`config.mk`:
```
export PLATFORM = sky130hd
export DESIGN_NAME = laser_cov_scorer
export DESIGN_NICKNAME = d
export VERILOG_FILES = /design/src/rtl/laser_pkg.sv /design/src/rtl/laser_in_circle.sv /design/src/rtl/laser_cov_scorer.sv
export SDC_FILE = /design/constraint.sdc
export NUM_CORES = 1
export LEC_CHECK = 0
export ABC_AREA = 1
export CORE_MARGIN = 2
export CORE_UTILIZATION = 55
export DETAILED_ROUTE_END_ITERATION = 10
export MAX_ROUTING_LAYER = met4
export PLACE_DENSITY = 0.75
export SETUP_SLACK_MARGIN = 0.02
export SLEW_MARGIN = 20
export SYNTH_ARGS = -nofsm -noshare
export SYNTH_HDL_FRONTEND = slang
export SYNTH_SLANG_ARGS = --single-unit
```
`constraint.sdc`:
```
create_clock -name CLK -period 8.25 [get_ports CLK]
set_input_delay 1.2375 -clock CLK [delete_from_list [all_inputs] [get_ports CLK]]
set_output_delay 1.2375 -clock CLK [all_outputs]
set_load 0.05 [all_outputs]
```
`src/rtl/laser_pkg.sv`:
```
// Shared constants, coordinate type and FSM state encodings for the laser
// treatment core and its coverage scorer.
package laser_pkg;

   localparam int LASER_NPTS = 40;
   localparam int LASER_R2   = 16;

   typedef logic [3:0] coord_t;

   typedef enum logic {
      CAP,
      FULL
   } cap_state_t;

   typedef enum logic [1:0] {
      IDLE,
      RUN,
      OUT
   } sc_state_t;

endpackage

```
`src/rtl/laser_in_circle.sv`:
```
// Combinational hit test: is point (px,py) within squared radius R2 of (cx,cy).
module laser_in_circle
   import laser_pkg::*;
#(
   parameter int R2 = LASER_R2
) (
   input  logic [3:0] cx,
   input  logic [3:0] cy,
   input  logic [3:0] px,
   input  logic [3:0] py,
   output logic       hit
);

   localparam logic [8:0] R2_L = 9'(R2);

   logic [4:0] diff_x;
   logic [4:0] diff_y;
   logic [3:0] dx;
   logic [3:0] dy;
   logic [7:0] sq_x;
   logic [7:0] sq_y;
   logic [8:0] dist2;

   assign diff_x = {1'b0, cx} - {1'b0, px};
   assign diff_y = {1'b0, cy} - {1'b0, py};
   // Bit 4 of the 5-bit difference is the borrow, i.e. the sign.
   assign dx     = diff_x[4] ? (4'd0 - diff_x[3:0]) : diff_x[3:0];
   assign dy     = diff_y[4] ? (4'd0 - diff_y[3:0]) : diff_y[3:0];
   assign sq_x   = {4'd0, dx} * {4'd0, dx};
   assign sq_y   = {4'd0, dy} * {4'd0, dy};
   assign dist2  = {1'b0, sq_x} + {1'b0, sq_y};
   assign hit    = (dist2 <= R2_L);

endmodule

```
`src/rtl/laser_cov_scorer.sv`:
```
// Snoops the core's point stream into a double-buffered point store and
// re-scores the core's two chosen circle centres when the core signals DONE.
module laser_cov_scorer
   import laser_pkg::*;
#(
   parameter int NPTS = LASER_NPTS,
   parameter int R2   = LASER_R2
) (
   input  logic       CLK,
   input  logic       RST,
   input  logic [3:0] X,
   input  logic [3:0] Y,
   input  logic [3:0] C1X,
   input  logic [3:0] C1Y,
   input  logic [3:0] C2X,
   input  logic [3:0] C2Y,
   input  logic       DONE,
   output logic [5:0] SCORE,
   output logic [5:0] C1HIT,
   output logic [5:0] C2HIT,
   output logic       VALID,
   output logic       ERR
);

   localparam int            IW   = $clog2(NPTS);
   localparam logic [IW-1:0] LAST = IW'(NPTS - 1);

   logic [7:0] bank_mem [2][NPTS];

   cap_state_t    cap_state_reg, cap_state_next;
   logic [IW-1:0] cidx_reg, cidx_next;
   logic          wb_reg, wb_next;
   logic          cap_we, cap_accept, cap_err;

   sc_state_t       sc_state_reg, sc_state_next;
   logic [IW-1:0]   sidx_reg, sidx_next;
   logic            sb_reg, sb_next;
   logic [1:0][7:0] cen_reg, cen_next;
   logic [5:0]      acc_u_reg, acc_u_next;
   logic [5:0]      acc_1_reg, acc_1_next;
   logic [5:0]      acc_2_reg, acc_2_next;
   logic [5:0]      score_reg, score_next;
   logic [5:0]      c1hit_reg, c1hit_next;
   logic [5:0]      c2hit_reg, c2hit_next;
   logic            valid_reg, valid_next;
   logic            err_reg, err_next;

   logic [7:0] pt;
   logic [1:0] hit;
   logic       start, sc_err;
   logic [5:0] sum_u, sum_1, sum_2;

   // ---------------- capture ----------------
   always_comb begin
      cap_state_next = cap_state_reg;
      cidx_next      = cidx_reg;
      wb_next        = wb_reg;
      cap_we         = 1'b0;
      cap_accept     = 1'b0;
      cap_err        = 1'b0;
      case (cap_state_reg)
         CAP: begin
            if (DONE) begin
               cap_err   = 1'b1;
               cidx_next = '0;
            end else begin
               cap_we = 1'b1;
               if (cidx_reg == LAST) begin
                  cidx_next      = '0;
                  cap_state_next = FULL;
               end else begin
                  cidx_next = cidx_reg + IW'(1);
               end
            end
         end
         FULL: begin
            if (DONE) begin
               cap_accept     = 1'b1;
               wb_next        = ~wb_reg;
               cap_state_next = CAP;
            end
         end
         default: cap_state_next = CAP;
      endcase
   end

   always_ff @(posedge CLK) begin
      if (cap_we)
         bank_mem[wb_reg][cidx_reg] <= {X, Y};
   end

   // ---------------- scoring ----------------
   assign pt = bank_mem[sb_reg][sidx_reg];

   generate
      for (genvar gi = 0; gi < 2; gi++) begin : g_circle
         laser_in_circle #(.R2(R2)) u_circle (
            .cx  (cen_reg[gi][7:4]),
            .cy  (cen_reg[gi][3:0]),
            .px  (pt[7:4]),
            .py  (pt[3:0]),
            .hit (hit[gi])
         );
      end
   endgenerate

   // OUT has already registered its result, so a DONE landing there starts
   // the next run; only a DONE during RUN would clobber work in progress.
   assign start  = cap_accept && (sc_state_reg != RUN);
   assign sc_err = cap_accept && (sc_state_reg == RUN);

   assign sum_u = acc_u_reg + 6'(hit[0] | hit[1]);
   assign sum_1 = acc_1_reg + 6'(hit[0]);
   assign sum_2 = acc_2_reg + 6'(hit[1]);

   always_comb begin
      sc_state_next = sc_state_reg;
      sidx_next     = sidx_reg;
      sb_next       = sb_reg;
      cen_next      = cen_reg;
      acc_u_next    = acc_u_reg;
      acc_1_next    = acc_1_reg;
      acc_2_next    = acc_2_reg;
      score_next    = score_reg;
      c1hit_next    = c1hit_reg;
      c2hit_next    = c2hit_reg;
      valid_next    = 1'b0;
      err_next      = err_reg | cap_err | sc_err;
      if (start) begin
         sc_state_next = RUN;
         sidx_next     = '0;
         sb_next       = wb_reg;
         cen_next      = {C2X, C2Y, C1X, C1Y};
         acc_u_next    = '0;
         acc_1_next    = '0;
         acc_2_next    = '0;
      end else if (sc_state_reg == RUN) begin
         acc_u_next = sum_u;
         acc_1_next = sum_1;
         acc_2_next = sum_2;
         sidx_next  = sidx_reg + IW'(1);
         if (sidx_reg == LAST) begin
            sidx_next     = '0;
            sc_state_next = OUT;
            score_next    = sum_u;
            c1hit_next    = sum_1;
            c2hit_next    = sum_2;
            valid_next    = 1'b1;
         end
      end else if (sc_state_reg == OUT) begin
         sc_state_next = IDLE;
      end
   end

   always_ff @(posedge CLK) begin
      if (RST) begin
         cap_state_reg <= CAP;
         cidx_reg      <= '0;
         wb_reg        <= 1'b0;
         sc_state_reg  <= IDLE;
         sidx_reg      <= '0;
         sb_reg        <= 1'b0;
         cen_reg       <= '0;
         acc_u_reg     <= '0;
         acc_1_reg     <= '0;
         acc_2_reg     <= '0;
         score_reg     <= '0;
         c1hit_reg     <= '0;
         c2hit_reg     <= '0;
         valid_reg     <= 1'b0;
         err_reg       <= 1'b0;
      end else begin
         cap_state_reg <= cap_state_next;
         cidx_reg      <= cidx_next;
         wb_reg        <= wb_next;
         sc_state_reg  <= sc_state_next;
         sidx_reg      <= sidx_next;
         sb_reg        <= sb_next;
         cen_reg       <= cen_next;
         acc_u_reg     <= acc_u_next;
         acc_1_reg     <= acc_1_next;
         acc_2_reg     <= acc_2_next;
         score_reg     <= score_next;
         c1hit_reg     <= c1hit_next;
         c2hit_reg     <= c2hit_next;
         valid_reg     <= valid_next;
         err_reg       <= err_next;
      end
   end

   assign SCORE = score_reg;
   assign C1HIT = c1hit_reg;
   assign C2HIT = c2hit_reg;
   assign VALID = valid_reg;
   assign ERR   = err_reg;

endmodule
```
==> impl_results.md <==
* Worst skew pair latency at 620 ps
* Final GP Congestion at 0.9466
* CP arrival at 8310 ps
* WL final at 82870 um
* Share of cells above drive strength 1 at 10.74%
* Worst ir drop on vdd at 0.2604 mV
* Post-CTS Hold Buffers at 0
* Int Pwr at 6.148 mW
* Worst hold start: sc_state_reg[0]
* Fin crit period at 7808 ps
* Die H at 244.5 um
* Synth cell types at 43
* PortBufs at 46
* Cell taking the most area after synthesis: edfxtp_1
* NetSw at 1.905 mW
* Total GRT Usage at 26.86%
* Combinational power share at 11.0%
* Placed cell count at 3671
* Top-area cell type share of the netlist area at 60.43%
* Syn-to-layout area delta at 14.14%
* Seq/Total Area, Yosys at 64.96%
* Yosys warning count at 0
* Power Density at 221.9 mW/mm^2
* Post-Syn Nets at 3090
* Hold depth at 2
* Post-route insts no fill at 3837
* Setup_tns at 0 ps
* Most frequent cell after synthesis: nand2_1
* Hold Path Class: register to register
* Post-synth ARST share at 0%
* CP Launch Type: register
* WHS at 461.3 ps
* R2R Path End: acc_1_reg[4]
* Wirelength per Cell at 21.60 um
* Gate Count Post-Synth at 2975
* Synthesis-stage register bit count at 712
* Net Sw Frac at 23.66%
* Fmax achieved at 0.1281 GHz
* Initial DRC count at 2954
* Ports at 47
* Reg power frac at 48.9%
* Nets at 3129
* Max FFs per register at 640
* Ys flop type: edfxtp_1
* Fin crit share at 94.64%
* First-pass GRT wire length at 121700 um
* Post-DP Area at 0.03288 sq mm
* Clock share of power at 40.1%
* Post-route cell area at 0.03630 sq mm
* CTS H-tree lvls at 3
* Die width at 244.5 um
* Router iterations before antenna repair at 6
* CP bufs+invs at 8
* Vias in the first global route at 22010
* GRT Residual Overflow at 0
* Number of synthesized flops with an enable pin at 640
* Initial antenna violation count at 0
* CTS tree: yes
* Setup Skew at 17.36 ps
* Synth top area cells: edfxtp_1 60%, nand2_1 9.1%, nand3_1 6.7%
* Final Hold Fails at 0
* Clk pin slew, worst setup/hold paths at 60 ps
* Total die area at 0.05976 sq mm
* DRC viols at 0
* Syn Area/Cell at 10.69 sq um
* Status: finished, final reports clean
* Number of max-cap violations at 0
* Starting Density at 55.33%
* Clock Path Buffers at 3
* Antenna-violating nets left at 0
* CP required at 8750 ps
* Clock Sink Count at 712
* Slew @ Worst Pin at 1172 ps
* Root Driver: clkbuf_16
* # diodes at 0
* Pin count of the biggest net entering global routing at 145
* P_leak at 13.73 nW
* Setup slack, reg-to-reg at 440 ps
* Leading cell types by count after synthesis: 772 x nand2_1, 640 x edfxtp_1, 423 x nand3_1, 228 x inv_1, 181 x nor2_1
* Power, Total at 8.053 mW
* Cell area after synthesis at 0.03180 sq mm
* Rows at 88
* Slowest CP cell: fa_1
* CP max stage delay at 560 ps
* Endpoint class of the critical path: register
* DR vias/cell at 5.879
* DP HPWL at 46830 um
* Worst reg-to-reg path cell count at 39
* CP delay by family, top: adder cells
* Slew Limit Fails at 0
* Core area at 0.05748 sq mm
* Final setup viols at 0
* Num CTS Buffers at 74
* Hold endpoint: sc_state_reg[1]
* Via count at 22560
* Slew headroom at 21.62%
* Worst setup path class: register to register
* Crit path max fanout at 12
-- layout by cell type (no fill, tap or decap), drive strengths merged --
cell	netlist	routed
o41ai	1	1
nor4	2	2
a21oi	52	52
o21bai	6	6
ha	62	62
a2111oi	1	1
nand4	1	1
o21ai	139	139
o2bb2ai	1	1
buf	121	82
a211oi	6	6
dfxtp	72	72
nor2	187	187
a31oi	3	3
nand3b	1	1
o22ai	3	3
clkinv	7	35
nor3	86	86
inv	235	241
bufinv	0	2
a21o	2	2
xnor2	12	12
nand3	423	423
clkdlybuf4s50	0	38
or2	4	4
edfxtp	640	640
o21a	4	4
o221ai	13	13
xor2	18	18
nor3b	2	2
a221oi	2	2
clkinvlp	0	1
fa	26	26
o211ai	22	22
nand2	772	772
clkbuf	49	110
-- worst max-delay path by stage --
stage	from	slack (ps)	depth (start not counted)	endpoint
global placement	register	350	40	acc_u_reg[5]
floorplan	register	1200	38	acc_u_reg[5]
detailed placement	register	250	40	acc_u_reg[5]
global route	register	-5	42	acc_1_reg[4]
finish	register	440	39	acc_1_reg[4]
CTS	register	220	39	acc_2_reg[5]
-- per-layer routing --
| layer | vias to the layer above | global-route usage [%] | part of all wire (%) |
|---|---|---|---|
| met5 | - | - | 0 |
| met4 | 0 | 11.03 | 3.8 |
| met3 | 229 | 4.115 | 10 |
| met2 | 1298 | 41.88 | 47 |
| met1 | 10770 | 35.57 | 39 |
| li1 | 10270 | - | - |
-- layout make-up --
class                      count  area (sq um)
timing repair inverter         3         33.78
clock inverter                34         225.2
tap                          765         957.2
timing repair buffer         130          1533
sequential                   712         20670
inverter                     242         938.4
multi-input combinational   1851          9834
fill                        4334         21180
clock buffer                 100          2108
-- power by group through the flow --
stage               clock, mW  combinational, mW  sequential [mW]
finish                   3.23              0.888             3.93
global route             3.39               1.04             3.93
CTS                      3.25              0.867             3.93
detailed placement          0              0.854             4.01
global placement            0              0.813             4.01
floorplan                   0              0.601             4.01
-- worst reg2reg max path, delay by kind of cell (launching register included) --
kind,cells,cell delay (ps)
adder cells (fa/ha/maj),11,3830
AO/OA/AOI/OAI,3,460
XOR/XNOR,3,500
buffers and inverters,8,740
flip-flops,1,510
AND/OR/NAND/NOR,14,1650
-- kinds of logic after synthesis --
kind of cell    share of synthesized area, %
simple gates                           19.65
flops                                  64.96
buf+inv                                5.921
compound gates                         4.564
fa+ha+maj                              4.076
xor+xnor                              0.8262
-- what timing repair did --
action                                  4_1_cts  5_1_grt
setup buffers                                 0       14
gates resized for setup                       0       77
endpoints found under the setup margin        0       29
-- through the flow --
stage                     setup slack, ps  util (%)
after floorplan                      1201         -
after global placement              346.2     57.09
after detailed placement            247.3     57.21
after CTS                           219.7     61.27
after global routing               -4.657     63.16
final                               442.0     63.16
Note: power is estimated with default switching activity, not from simulation.
